**src/rtl/jls_pkg.sv**
```systemverilog
// Shared definitions for the JPEG-LS frame scheduler.
// Provides the FSM state type, encoder-port widths, the image-size legality
// bounds, the latched-dimension payload and a size-check helper.
package jls_pkg;

    localparam int unsigned JLS_REQ_W_BITS = 15;
    localparam int unsigned JLS_REQ_H_BITS = 14;
    localparam int unsigned JLS_DIM_BITS   = 14;
    localparam int unsigned JLS_PIX_BITS   = 8;
    localparam int unsigned JLS_CNT_BITS   = 28;
    localparam int unsigned JLS_INFL_BITS  = 3;

    localparam int unsigned JLS_W_MIN = 5;
    localparam int unsigned JLS_W_MAX = 16384;
    localparam int unsigned JLS_H_MAX = 16383;

    typedef enum logic [1:0] {
        ST_IDLE = 2'd0,
        ST_SOF  = 2'd1,
        ST_PIX  = 2'd2,
        ST_GAP  = 2'd3
    } jls_state_e;

    // Dimensions as the encoder wants them (value minus one)
    typedef struct packed {
        logic [JLS_DIM_BITS-1:0] w_m1;
        logic [JLS_DIM_BITS-1:0] h_m1;
    } jls_dims_t;

    // True when the requested image size is one the encoder core supports
    function automatic logic jls_size_legal(input logic [JLS_REQ_W_BITS-1:0] w,
                                            input logic [JLS_REQ_H_BITS-1:0] h);
        return (w >= JLS_REQ_W_BITS'(JLS_W_MIN)) &&
               (w <= JLS_REQ_W_BITS'(JLS_W_MAX)) &&
               (h != '0) &&
               ({1'b0, h} <= JLS_REQ_W_BITS'(JLS_H_MAX));
    endfunction

endpackage

```
**src/rtl/jls_frame_scheduler_if.sv**
```systemverilog
// Bundle of the scheduler's descriptor, pixel, encoder and status signals.
//   slave  : scheduler side (takes descriptors/pixels, drives the encoder)
//   master : environment side (producers, encoder monitor taps)
interface jls_frame_scheduler_if;
    import jls_pkg::*;

    logic                      req_valid;
    logic                      req_ready;
    logic [JLS_REQ_W_BITS-1:0] req_w;
    logic [JLS_REQ_H_BITS-1:0] req_h;
    logic                      pix_valid;
    logic                      pix_ready;
    logic [JLS_PIX_BITS-1:0]   pix_x;
    logic                      enc_sof;
    logic [JLS_DIM_BITS-1:0]   enc_w;
    logic [JLS_DIM_BITS-1:0]   enc_h;
    logic                      enc_e;
    logic [JLS_PIX_BITS-1:0]   enc_x;
    logic                      enc_o_e;
    logic                      enc_o_last;
    logic                      busy;
    logic                      err_size;

    modport slave (
        input  req_valid, req_w, req_h, pix_valid, pix_x, enc_o_e, enc_o_last,
        output req_ready, pix_ready, enc_sof, enc_w, enc_h, enc_e, enc_x, busy, err_size
    );

    modport master (
        output req_valid, req_w, req_h, pix_valid, pix_x, enc_o_e, enc_o_last,
        input  req_ready, pix_ready, enc_sof, enc_w, enc_h, enc_e, enc_x, busy, err_size
    );

endinterface

```
**src/rtl/jls_frame_scheduler.sv**
```systemverilog
// Sequences frames into the JPEG-LS encoder: start-of-frame preamble,
// raster pixels, then an idle gap. Caps frames in flight inside the encoder
// by watching its end-of-stream marker and rejects unsupported sizes.
// Ports:
//   clk  - clock, rising edge
//   rst  - synchronous active-high reset
//   bus  - jls_frame_scheduler_if.slave (descriptor, pixel, encoder, status)
module jls_frame_scheduler
    import jls_pkg::*;
#(
    parameter int unsigned SOF_CYCLES   = 368,
    parameter int unsigned GAP_CYCLES   = 16,
    parameter int unsigned MAX_INFLIGHT = 2
) (
    input  logic                  clk,
    input  logic                  rst,
    jls_frame_scheduler_if.slave  bus
);

    localparam int unsigned TMR_MAX  = (SOF_CYCLES > GAP_CYCLES) ? SOF_CYCLES : GAP_CYCLES;
    localparam int unsigned TMR_BITS = $clog2(TMR_MAX + 1);

    jls_state_e                state_q, state_d;
    logic [TMR_BITS-1:0]       tmr_q, tmr_d;
    logic [JLS_CNT_BITS-1:0]   cnt_q, cnt_d;
    jls_dims_t                 dims_q, dims_d;
    logic [JLS_INFL_BITS-1:0]  infl_q, infl_d;

    logic                      req_ready_q, req_ready_d;
    logic                      pix_ready_q, pix_ready_d;
    logic                      enc_sof_q, enc_sof_d;
    logic [JLS_DIM_BITS-1:0]   enc_w_q, enc_w_d;
    logic [JLS_DIM_BITS-1:0]   enc_h_q, enc_h_d;
    logic                      enc_e_q, enc_e_d;
    logic [JLS_PIX_BITS-1:0]   enc_x_q, enc_x_d;
    logic                      busy_q, busy_d;
    logic                      err_q, err_d;

    logic                      req_fire;
    logic                      pix_fire;
    logic                      retire;
    logic                      size_ok;
    logic                      start;

    assign req_fire = bus.req_valid && req_ready_q;
    assign pix_fire = bus.pix_valid && pix_ready_q;
    assign retire   = bus.enc_o_e && bus.enc_o_last;
    assign size_ok  = jls_size_legal(bus.req_w, bus.req_h);

    // Next-state and registered-output computation
    always_comb begin
        state_d = state_q;
        tmr_d   = tmr_q;
        cnt_d   = cnt_q;
        dims_d  = dims_q;
        infl_d  = infl_q;
        start   = 1'b0;
        err_d   = 1'b0;
        enc_e_d = 1'b0;
        enc_x_d = '0;

        unique case (state_q)
            ST_IDLE: begin
                if (req_fire) begin
                    if (size_ok) begin
                        start       = 1'b1;
                        dims_d.w_m1 = JLS_DIM_BITS'(bus.req_w - JLS_REQ_W_BITS'(1));
                        dims_d.h_m1 = JLS_DIM_BITS'(bus.req_h - JLS_REQ_H_BITS'(1));
                        cnt_d       = JLS_CNT_BITS'(bus.req_w) * JLS_CNT_BITS'(bus.req_h);
                        tmr_d       = TMR_BITS'(SOF_CYCLES - 1);
                        state_d     = ST_SOF;
                    end else begin
                        err_d = 1'b1;
                    end
                end
            end
            ST_SOF: begin
                if (tmr_q == '0) begin
                    state_d = ST_PIX;
                end else begin
                    tmr_d = tmr_q - TMR_BITS'(1);
                end
            end
            ST_PIX: begin
                if (pix_fire) begin
                    enc_e_d = 1'b1;
                    enc_x_d = bus.pix_x;
                    cnt_d   = cnt_q - JLS_CNT_BITS'(1);
                    // The GAP timer also covers the cycle showing the last pixel
                    if (cnt_q == JLS_CNT_BITS'(1)) begin
                        state_d = ST_GAP;
                        tmr_d   = TMR_BITS'(GAP_CYCLES);
                    end
                end
            end
            ST_GAP: begin
                if (tmr_q == '0) begin
                    state_d = ST_IDLE;
                end else begin
                    tmr_d = tmr_q - TMR_BITS'(1);
                end
            end
            default: state_d = ST_IDLE;
        endcase

        // Start and retire in the same cycle cancel; retire at zero is ignored
        if (start && !retire) begin
            infl_d = infl_q + JLS_INFL_BITS'(1);
        end else if (!start && retire && (infl_q != '0)) begin
            infl_d = infl_q - JLS_INFL_BITS'(1);
        end

        req_ready_d = (state_d == ST_IDLE) && (32'(infl_d) < MAX_INFLIGHT);
        pix_ready_d = (state_d == ST_PIX);
        enc_sof_d   = (state_d == ST_SOF);
        enc_w_d     = enc_sof_d ? dims_d.w_m1 : '0;
        enc_h_d     = enc_sof_d ? dims_d.h_m1 : '0;
        busy_d      = (state_d != ST_IDLE) || (infl_d != '0);
    end

    // State and output registers
    always_ff @(posedge clk) begin
        if (rst) begin
            state_q     <= ST_IDLE;
            tmr_q       <= '0;
            cnt_q       <= '0;
            dims_q      <= '0;
            infl_q      <= '0;
            req_ready_q <= 1'b0;
            pix_ready_q <= 1'b0;
            enc_sof_q   <= 1'b0;
            enc_w_q     <= '0;
            enc_h_q     <= '0;
            enc_e_q     <= 1'b0;
            enc_x_q     <= '0;
            busy_q      <= 1'b0;
            err_q       <= 1'b0;
        end else begin
            state_q     <= state_d;
            tmr_q       <= tmr_d;
            cnt_q       <= cnt_d;
            dims_q      <= dims_d;
            infl_q      <= infl_d;
            req_ready_q <= req_ready_d;
            pix_ready_q <= pix_ready_d;
            enc_sof_q   <= enc_sof_d;
            enc_w_q     <= enc_w_d;
            enc_h_q     <= enc_h_d;
            enc_e_q     <= enc_e_d;
            enc_x_q     <= enc_x_d;
            busy_q      <= busy_d;
            err_q       <= err_d;
        end
    end

    assign bus.req_ready = req_ready_q;
    assign bus.pix_ready = pix_ready_q;
    assign bus.enc_sof   = enc_sof_q;
    assign bus.enc_w     = enc_w_q;
    assign bus.enc_h     = enc_h_q;
    assign bus.enc_e     = enc_e_q;
    assign bus.enc_x     = enc_x_q;
    assign bus.busy      = busy_q;
    assign bus.err_size  = err_q;

endmodule

```
**src/flat_wrapper.sv**
```systemverilog
// flat-port wrapper written by rule: the top's interface ports become plain ports
module jls_frame_scheduler_flat import jls_pkg::*;
#(
    parameter int unsigned SOF_CYCLES   = 368,
    parameter int unsigned GAP_CYCLES   = 16,
    parameter int unsigned MAX_INFLIGHT = 2
)
  (clk, rst, bus_req_valid, bus_req_w, bus_req_h, bus_pix_valid, bus_pix_x, bus_enc_o_e, bus_enc_o_last, bus_req_ready, bus_pix_ready, bus_enc_sof, bus_enc_w, bus_enc_h, bus_enc_e, bus_enc_x, bus_busy, bus_err_size);
  jls_frame_scheduler_if bus_i ();
  input  logic clk;
  input  logic rst;
  input wire logic [$bits(bus_i.req_valid)-1:0] bus_req_valid;
  input wire logic [$bits(bus_i.req_w)-1:0] bus_req_w;
  input wire logic [$bits(bus_i.req_h)-1:0] bus_req_h;
  input wire logic [$bits(bus_i.pix_valid)-1:0] bus_pix_valid;
  input wire logic [$bits(bus_i.pix_x)-1:0] bus_pix_x;
  input wire logic [$bits(bus_i.enc_o_e)-1:0] bus_enc_o_e;
  input wire logic [$bits(bus_i.enc_o_last)-1:0] bus_enc_o_last;
  output wire logic [$bits(bus_i.req_ready)-1:0] bus_req_ready;
  output wire logic [$bits(bus_i.pix_ready)-1:0] bus_pix_ready;
  output wire logic [$bits(bus_i.enc_sof)-1:0] bus_enc_sof;
  output wire logic [$bits(bus_i.enc_w)-1:0] bus_enc_w;
  output wire logic [$bits(bus_i.enc_h)-1:0] bus_enc_h;
  output wire logic [$bits(bus_i.enc_e)-1:0] bus_enc_e;
  output wire logic [$bits(bus_i.enc_x)-1:0] bus_enc_x;
  output wire logic [$bits(bus_i.busy)-1:0] bus_busy;
  output wire logic [$bits(bus_i.err_size)-1:0] bus_err_size;
  assign bus_i.req_valid = bus_req_valid;
  assign bus_i.req_w = bus_req_w;
  assign bus_i.req_h = bus_req_h;
  assign bus_i.pix_valid = bus_pix_valid;
  assign bus_i.pix_x = bus_pix_x;
  assign bus_i.enc_o_e = bus_enc_o_e;
  assign bus_i.enc_o_last = bus_enc_o_last;
  assign bus_req_ready = bus_i.req_ready;
  assign bus_pix_ready = bus_i.pix_ready;
  assign bus_enc_sof = bus_i.enc_sof;
  assign bus_enc_w = bus_i.enc_w;
  assign bus_enc_h = bus_i.enc_h;
  assign bus_enc_e = bus_i.enc_e;
  assign bus_enc_x = bus_i.enc_x;
  assign bus_busy = bus_i.busy;
  assign bus_err_size = bus_i.err_size;
  jls_frame_scheduler #(.SOF_CYCLES(SOF_CYCLES), .GAP_CYCLES(GAP_CYCLES), .MAX_INFLIGHT(MAX_INFLIGHT)) u_core (.clk(clk), .rst(rst), .bus(bus_i));
endmodule
```
**config.mk**
```make
export PLATFORM = sky130hd
export DESIGN_NAME = jls_frame_scheduler_flat
export DESIGN_NICKNAME = d
export VERILOG_FILES = /design/src/rtl/jls_pkg.sv /design/src/rtl/jls_frame_scheduler_if.sv /design/src/rtl/jls_frame_scheduler.sv /design/src/flat_wrapper.sv
export SDC_FILE = /design/constraint.sdc
export NUM_CORES = 1
export LEC_CHECK = 0
export ABC_CLOCK_PERIOD_IN_PS = 18300
export CORE_ASPECT_RATIO = 1.1
export CORE_MARGIN = 8
export CORE_UTILIZATION = 45
export CTS_CLUSTER_DIAMETER = 30
export DETAILED_ROUTE_END_ITERATION = 16
export PLACE_DENSITY = 0.74
export SKIP_LAST_GASP = 1
export SYNTH_ARGS = -nofsm -noshare
export SYNTH_HDL_FRONTEND = slang
export SYNTH_SLANG_ARGS = --single-unit
```
**constraint.sdc**
```tcl
create_clock -name clk -period 18.3 [get_ports clk]
set_input_delay 1.83 -clock clk [delete_from_list [all_inputs] [get_ports clk]]
set_output_delay 1.83 -clock clk [all_outputs]
set_load 0.02 [all_outputs]
```
==> flow_summary.toml, run 1 <==
[outcome]
status = "complete, no violations"

[yosys]
netlist.area_leader.share_pct = 25.0
synth_fa_ha_area_share_pct = 35.0
syn_inst = 1478
synthFlopType = "dfxtp_1"
ys_async_sr_fraction_pct = 0
synth.avg_cell_area_um2 = 8.25
muxShareOfSynthArea_pct = 0.339
synth_top_family_by_area = "adder cells"
synth_area_mm2 = 0.0122
synthSimpleGateAreaFrac_pct = 22.9
syn_nets = 1771
synth_edf_count = 0
synthXorXnorAreaFrac_pct = 3.02
synth_cell_types = 67
ys_top_cells_by_area = "fa_1 25%, dfxtp_1 18%, ha_1 10%"
ys_warn_count = 0
yosysSeqAreaShare_pct = 18.4
synth_top_area_cell = "fa_1"
synth_compound_area_share_pct = 11.5
synth_seq_cells = 112

[floorplanning]
core.rowCount = 63
start_util_pct = 45.5
dieHeight_um = 189
core-area_mm2 = 0.0268
fp.dieW_um = 173
io_pins = 85
dieArea_mm2 = 0.0326

[timing]
finalCriticalPeriod_ns = 8.70
timing.setup.tns_ns = 0
holdWs_ns = 0.481
slew_viol_final = 0
rsz0062_at_grt = "false"
max_freq_mhz = 115
setup_viol = 0
tightest_slew_ns = 0.954
clock_skew_ns = 0.0164
relSlewSlack_pct = 36.2
hold_viol = 0
fin_crit_sh_pct = 47.6

[cts]
clkLatencyLatePin_ns = 0.37
clock_sinks = 112
root_buffer = "clkbuf_16"
cts_tree = "yes"
hold_buffers = 0
post-cts-setup-buffer-count = 0
cts_made_buffers = 9
htree_levels = 3
cts_buffer_depth = 2
cts_resized = 0
path_clk_slew_ns = 0.09

[routing]
wl_um = 30200
vias_per_cell = 5.43
ant_nets = 0
dr.pass1.iters = 6
drtIter0Drc = 765
drcViolationCount = 0
vias = 10078
post_drt_wl_per_cell_um = 16.3

[final_layout]
diodes = 0
final_core_util_pct = 50.5
drive_gt1_share_pct = 3.67
nets = 1788
finalNonFillerCells = 1857
syn2layout_area_growth_pct = 10.9

[global_route]
grt_util_all_layers_pct = 18.9
grt.overflow.total = 0
antenna_found_initial = 0
grt_pass1_vias = 10313
grt_pass1_wl_um = 51400
grt_max_degree = 81

[worst_setup_path]
arrival_ns = 8.97
critPathRequiredTime_ns = 18.57
crit_fanout = 18
path_class = "in2reg"
startpoint_type = "primary input"
cp-end-kind = "register"

[power_and_ir_drop]
ir_drop_v = 0.000161
powerDensity_mw_per_mm2 = 175
p_leak_nw = 5.95

[hold_path]
hold_path_class = "reg2reg"

[placed_design]
dpl.hpwl_um = 23000
port_buffers = 84
dp_cells = 1841
gp_congestion = 0.878

[flow_run]
cap_violations = 0
[where the power goes]
part | internal, mW | total, mW | switching (mW)
logic | 0.763 | 1.86 | 1.10
registers | 0.269 | 0.290 | 0.0214
clock network | 0.101 | 0.214 | 0.112
[cells in the mapped netlist (all sizes together), types with 28 or more instances]
library cell	n
o21ai	50
nor3	38
xnor2	28
clkbuf	82
nand2	169
and2	108
dfxtp	112
fa	152
a21oi	93
ha	98
nor2	149
inv	190
[state kept, by name (all words and copies together), names as in the netlist, 2 cells and up]
register,count
u_core.cnt_q,28
u_core.bus.enc_w,14
u_core.tmr_q,9
u_core.infl_q,3
u_core.dims_q,28
u_core.bus.enc_h,14
u_core.bus.enc_x,8
u_core.state_q,2
[critical path, stage by stage]
cell,delay [ns]
clkdlybuf4s50_1,0.81
and2_1,0.39
fa_1,0.50
inv_1,0.06
fa_1,0.52
inv_1,0.05
fa_1,0.53
inv_1,0.07
fa_1,0.51
inv_1,0.06
fa_1,0.54
inv_1,0.06
fa_1,0.53
inv_1,0.04
ha_1,0.37
a41o_1,0.24
a221o_1,0.36
a41o_1,0.27
a211oi_1,0.29
nand2b_1,0.22
and3b_1,0.20
mux2i_1,0.14
a2111oi_2,0.36
[metrics by stage]
stage          total power [mW]  worst slack (ns)  cell area [um2]
2_1_floorplan              1.71             10.39            12200
3_3_place_gp               2.09              9.51            13200
3_5_place_dp               2.11              9.36            13200
4_1_cts                    2.34              9.66            13500
5_1_grt                    2.63              9.29            13500
6_report                   2.36              9.60            13500
[final timing paths]
path / depth (start not counted) / from / to / slack [ns]
setup / recovery: 23 / bus_req_w[6] / u_core.cnt_q[23] / 9.60
hold / removal: 2 / u_core.tmr_q[0] / u_core.tmr_q[0] / 0.48
setup reg to reg: 7 / u_core.cnt_q[10] / u_core.bus.enc_w[4] / 15.30
hold reg to reg: 2 / u_core.tmr_q[0] / u_core.tmr_q[0] / 0.48
[metal layers]
metal | wire length (um) | GRT usage [%] | vias to the layer above
met2 | 15200 | 33.2 | 289
li1 | - | - | 4792
met4 | 705 | 6.21 | 0
met5 | 0 | 0 | -
met1 | 12800 | 23.8 | 4938
met3 | 1570 | 2.32 | 59
[area by class of cell]
| cell class | instances | area [um2] |
|---|---|---|
| clock buffers | 9 | 225 |
| clock inverters | 7 | 96.3 |
| flip-flops and latches | 112 | 2240 |
| repair buffers | 96 | 926 |
| well taps | 357 | 447 |
| fillers | 2497 | 13300 |
| multi-input cells | 1086 | 8870 |
| inverters | 190 | 713 |
[placed cells by master, fill, tap and decap left out, types with 4 or more instances in the layout]
cell type / count
buf_4: 12
o22ai_1: 6
clkbuf_16: 9
or3_1: 11
nand2b_1: 7
a211oi_1: 12
a22oi_1: 8
o21bai_1: 5
a21oi_1: 93
nor4_1: 13
or3_4: 4
nand3_1: 18
xor2_1: 14
ha_1: 98
inv_1: 190
nand4_1: 6
fa_1: 152
nor3b_1: 9
dfxtp_1: 112
xnor2_1: 28
clkdlybuf4s50_1: 83
o21ai_0: 50
nor2_1: 140
a31oi_1: 11
nor3_1: 37
or4_1: 4
nand2_1: 168
o21a_1: 6
nor2_4: 9
a21o_1: 8
and2_1: 107
o31ai_1: 6
[logic make-up after synthesis]
family                     Yosys count
muxes                                4
AOI/OAI and AO/OA                  231
xor gates and xnor gates            42
buffers and inverters              280
adders and majority gates          250
and+or+nand+nor                    559
DFF                                112
(Power assumes the default switching activity.)
==> inputs of run 2 (changes only) <==
ABC_CLOCK_PERIOD_IN_PS = 7700   (was 18300)
PLACE_DENSITY = 0.76   (was 0.74)
clock period = 7.7 ns   (was 18.3 ns; I/O delays follow)
==> run 2 against run 1 <==
Register-to-register slack worse by 11 ns. Final cell count rose by 1.6%. Power increased by 140%. First-iteration DRC count increased by 1.4%. Combinational power up 140%. Critical endpoint is now u_core.cnt_q[20]. Highest routed layer unchanged.
==> flow_summary.toml, run 2 (synthesized netlist as in run 1, its figures left out) <==
[outcome]
status = "complete, no violations"

[worst_setup_path]
critPathRequiredTime_ns = 7.96
startpoint_type = "primary input"
reg2reg_from = "u_core.cnt_q[10]"
ff2ff_setup_slack_ns = 4.76
path_class = "in2reg"
startpoint = "bus_req_h[9]"
reg2reg_to = "u_core.bus.enc_w[1]"
rr_worst_depth = 7
crit_fanout = 10
arrival_ns = 7.44
cp-end-kind = "register"

[timing]
clock_skew_ns = 0.0167
fin_crit_sh_pct = 93.2
max_freq_mhz = 139
slew_viol_final = 0
finalCriticalPeriod_ns = 7.18
tightest_slew_ns = 0.850
relSlewSlack_pct = 43.3
rsz0062_at_grt = "false"
hold_viol = 0
setup_viol = 0
timing.setup.tns_ns = 0

[power_and_ir_drop]
power_switching_share_pct = 52.0
internal_power_mw = 2.69
pwr-share-comb_pct = 78.8
seqPwrFrac_pct = 12.3
p_clk_share_pct = 8.9
power.total_mw = 5.62
ir_drop_v = 0.000365
powerDensity_mw_per_mm2 = 409
p_leak_nw = 6.09
power_switching_mw = 2.92

[cts]
hold_buffers = 0
cts_made_buffers = 9
htree_levels = 3
path_clk_slew_ns = 0.09
clkLatencyLatePin_ns = 0.38
post-cts-setup-buffer-count = 0
cts_buffer_depth = 2
cts_tree = "yes"
root_buffer = "clkbuf_16"
clock_sinks = 112
cts_resized = 0

[routing]
vias = 10226
vias_per_cell = 5.42
wl_met3_um = 2080
drcViolationCount = 0
drtIter0Drc = 776
ant_nets = 0
highest_layer = "met4"
dr.pass1.iters = 7
met2_length_um = 15000
wl_um = 30800
wl_met1_um = 12600
post_drt_wl_per_cell_um = 16.3

[final_layout]
num-fill-cells = 2486
regArea_mm2 = 0.00224
reg_top3 = "u_core.cnt_q (28), u_core.dims_q (28)"
diodes = 0
nets = 1818
final_cell_mix = "190 x inv_1, 168 x nand2_1, 152 x fa_1, 140 x nor2_1, 112 x dfxtp_1"
layout_commonest_cell = "inv_1"
drive_gt1_share_pct = 5.56
multi_input_area_mm2 = 0.00887
syn2layout_area_growth_pct = 12.7

[global_route]
grt_util_all_layers_pct = 19.4
grt_pass1_wl_um = 52700
grt.overflow.total = 0
antenna_found_initial = 0
grt_max_degree = 81
grt_pass1_vias = 10569

[floorplanning]
core.rowCount = 63
io_pins = 85
core-area_mm2 = 0.0268
start_util_pct = 45.5
fp.dieW_um = 173
dieArea_mm2 = 0.0326
dieHeight_um = 189

[hold_path]
hold_end = "u_core.tmr_q[0]"
worstHoldStart = "u_core.tmr_q[0]"
hold_path_class = "reg2reg"
holdPathStages = 2

[placed_design]
gp_congestion = 0.938
port_buffers = 84
dpl.hpwl_um = 24500

[flow_run]
cap_violations = 0
-- run 2: layer usage --
layer	GRT usage (%)	up-vias
li1	-	4854
met1	23.6	4959
met2	33.3	347
met3	3.82	66
met4	8.16	0
met5	0	-
-- run 2: area by class of cell --
type | instances | area share, %
repair buffers | 126 | 8.38
inverters | 190 | 5.19
flip-flops and latches | 112 | 16.3
multi-input cells | 1086 | 64.6
clock inverters | 7 | 0.665
well taps | 357 | 3.25
clock buffers | 9 | 1.64
-- run 2: critical path, stage by stage --
cell             delay (ns)
clkdlybuf4s50_1        0.82
buf_4                  0.28
nand2_1                0.10
fa_1                   0.43
fa_1                   0.54
inv_1                  0.05
fa_1                   0.48
fa_1                   0.52
fa_1                   0.57
inv_1                  0.06
fa_1                   0.54
inv_1                  0.04
ha_1                   0.37
a21oi_1                0.17
o21ai_0                0.12
or3_1                  0.32
a21oi_1                0.41
o21ai_0                0.17
a31oi_1                0.21
xor2_1                 0.10
a2111oi_0              0.37
-- run 2: worst max-delay path by stage --
stage | end | slack [ns] | depth (start not counted)
6_report | u_core.cnt_q[20] | 0.52 | 21
5_1_grt | u_core.cnt_q[20] | 0.14 | 21
4_1_cts | u_core.cnt_q[20] | 0.61 | 21
3_5_place_dp | u_core.cnt_q[20] | 0.23 | 21
3_3_place_gp | u_core.cnt_q[20] | 0.29 | 21
2_1_floorplan | u_core.cnt_q[23] | 0.85 | 24
-- run 2: metrics by stage --
stage,utilization (%),hold WS [ns],setup slack (ns),std cells,area (um2)
finish,51.3,0.475,0.523,1887,13700
detailed placement,50.1,0.467,0.228,1871,13400
CTS,51.3,0.482,0.607,1887,13700
global placement,50.1,0.458,0.287,1871,13400
floorplan,-,0.440,0.846,1478,12200
global route,51.3,0.509,0.137,1887,13700
-- run 2: power groups by stage --
stage / clock network [mW] / registers [mW] / logic (mW)
after floorplan: 0 / 0.699 / 3.36
after global placement: 0 / 0.698 / 4.28
after detailed placement: 0 / 0.702 / 4.33
after CTS: 0.504 / 0.689 / 4.38
after global routing: 0.532 / 0.700 / 5.06
final: 0.497 / 0.692 / 4.43
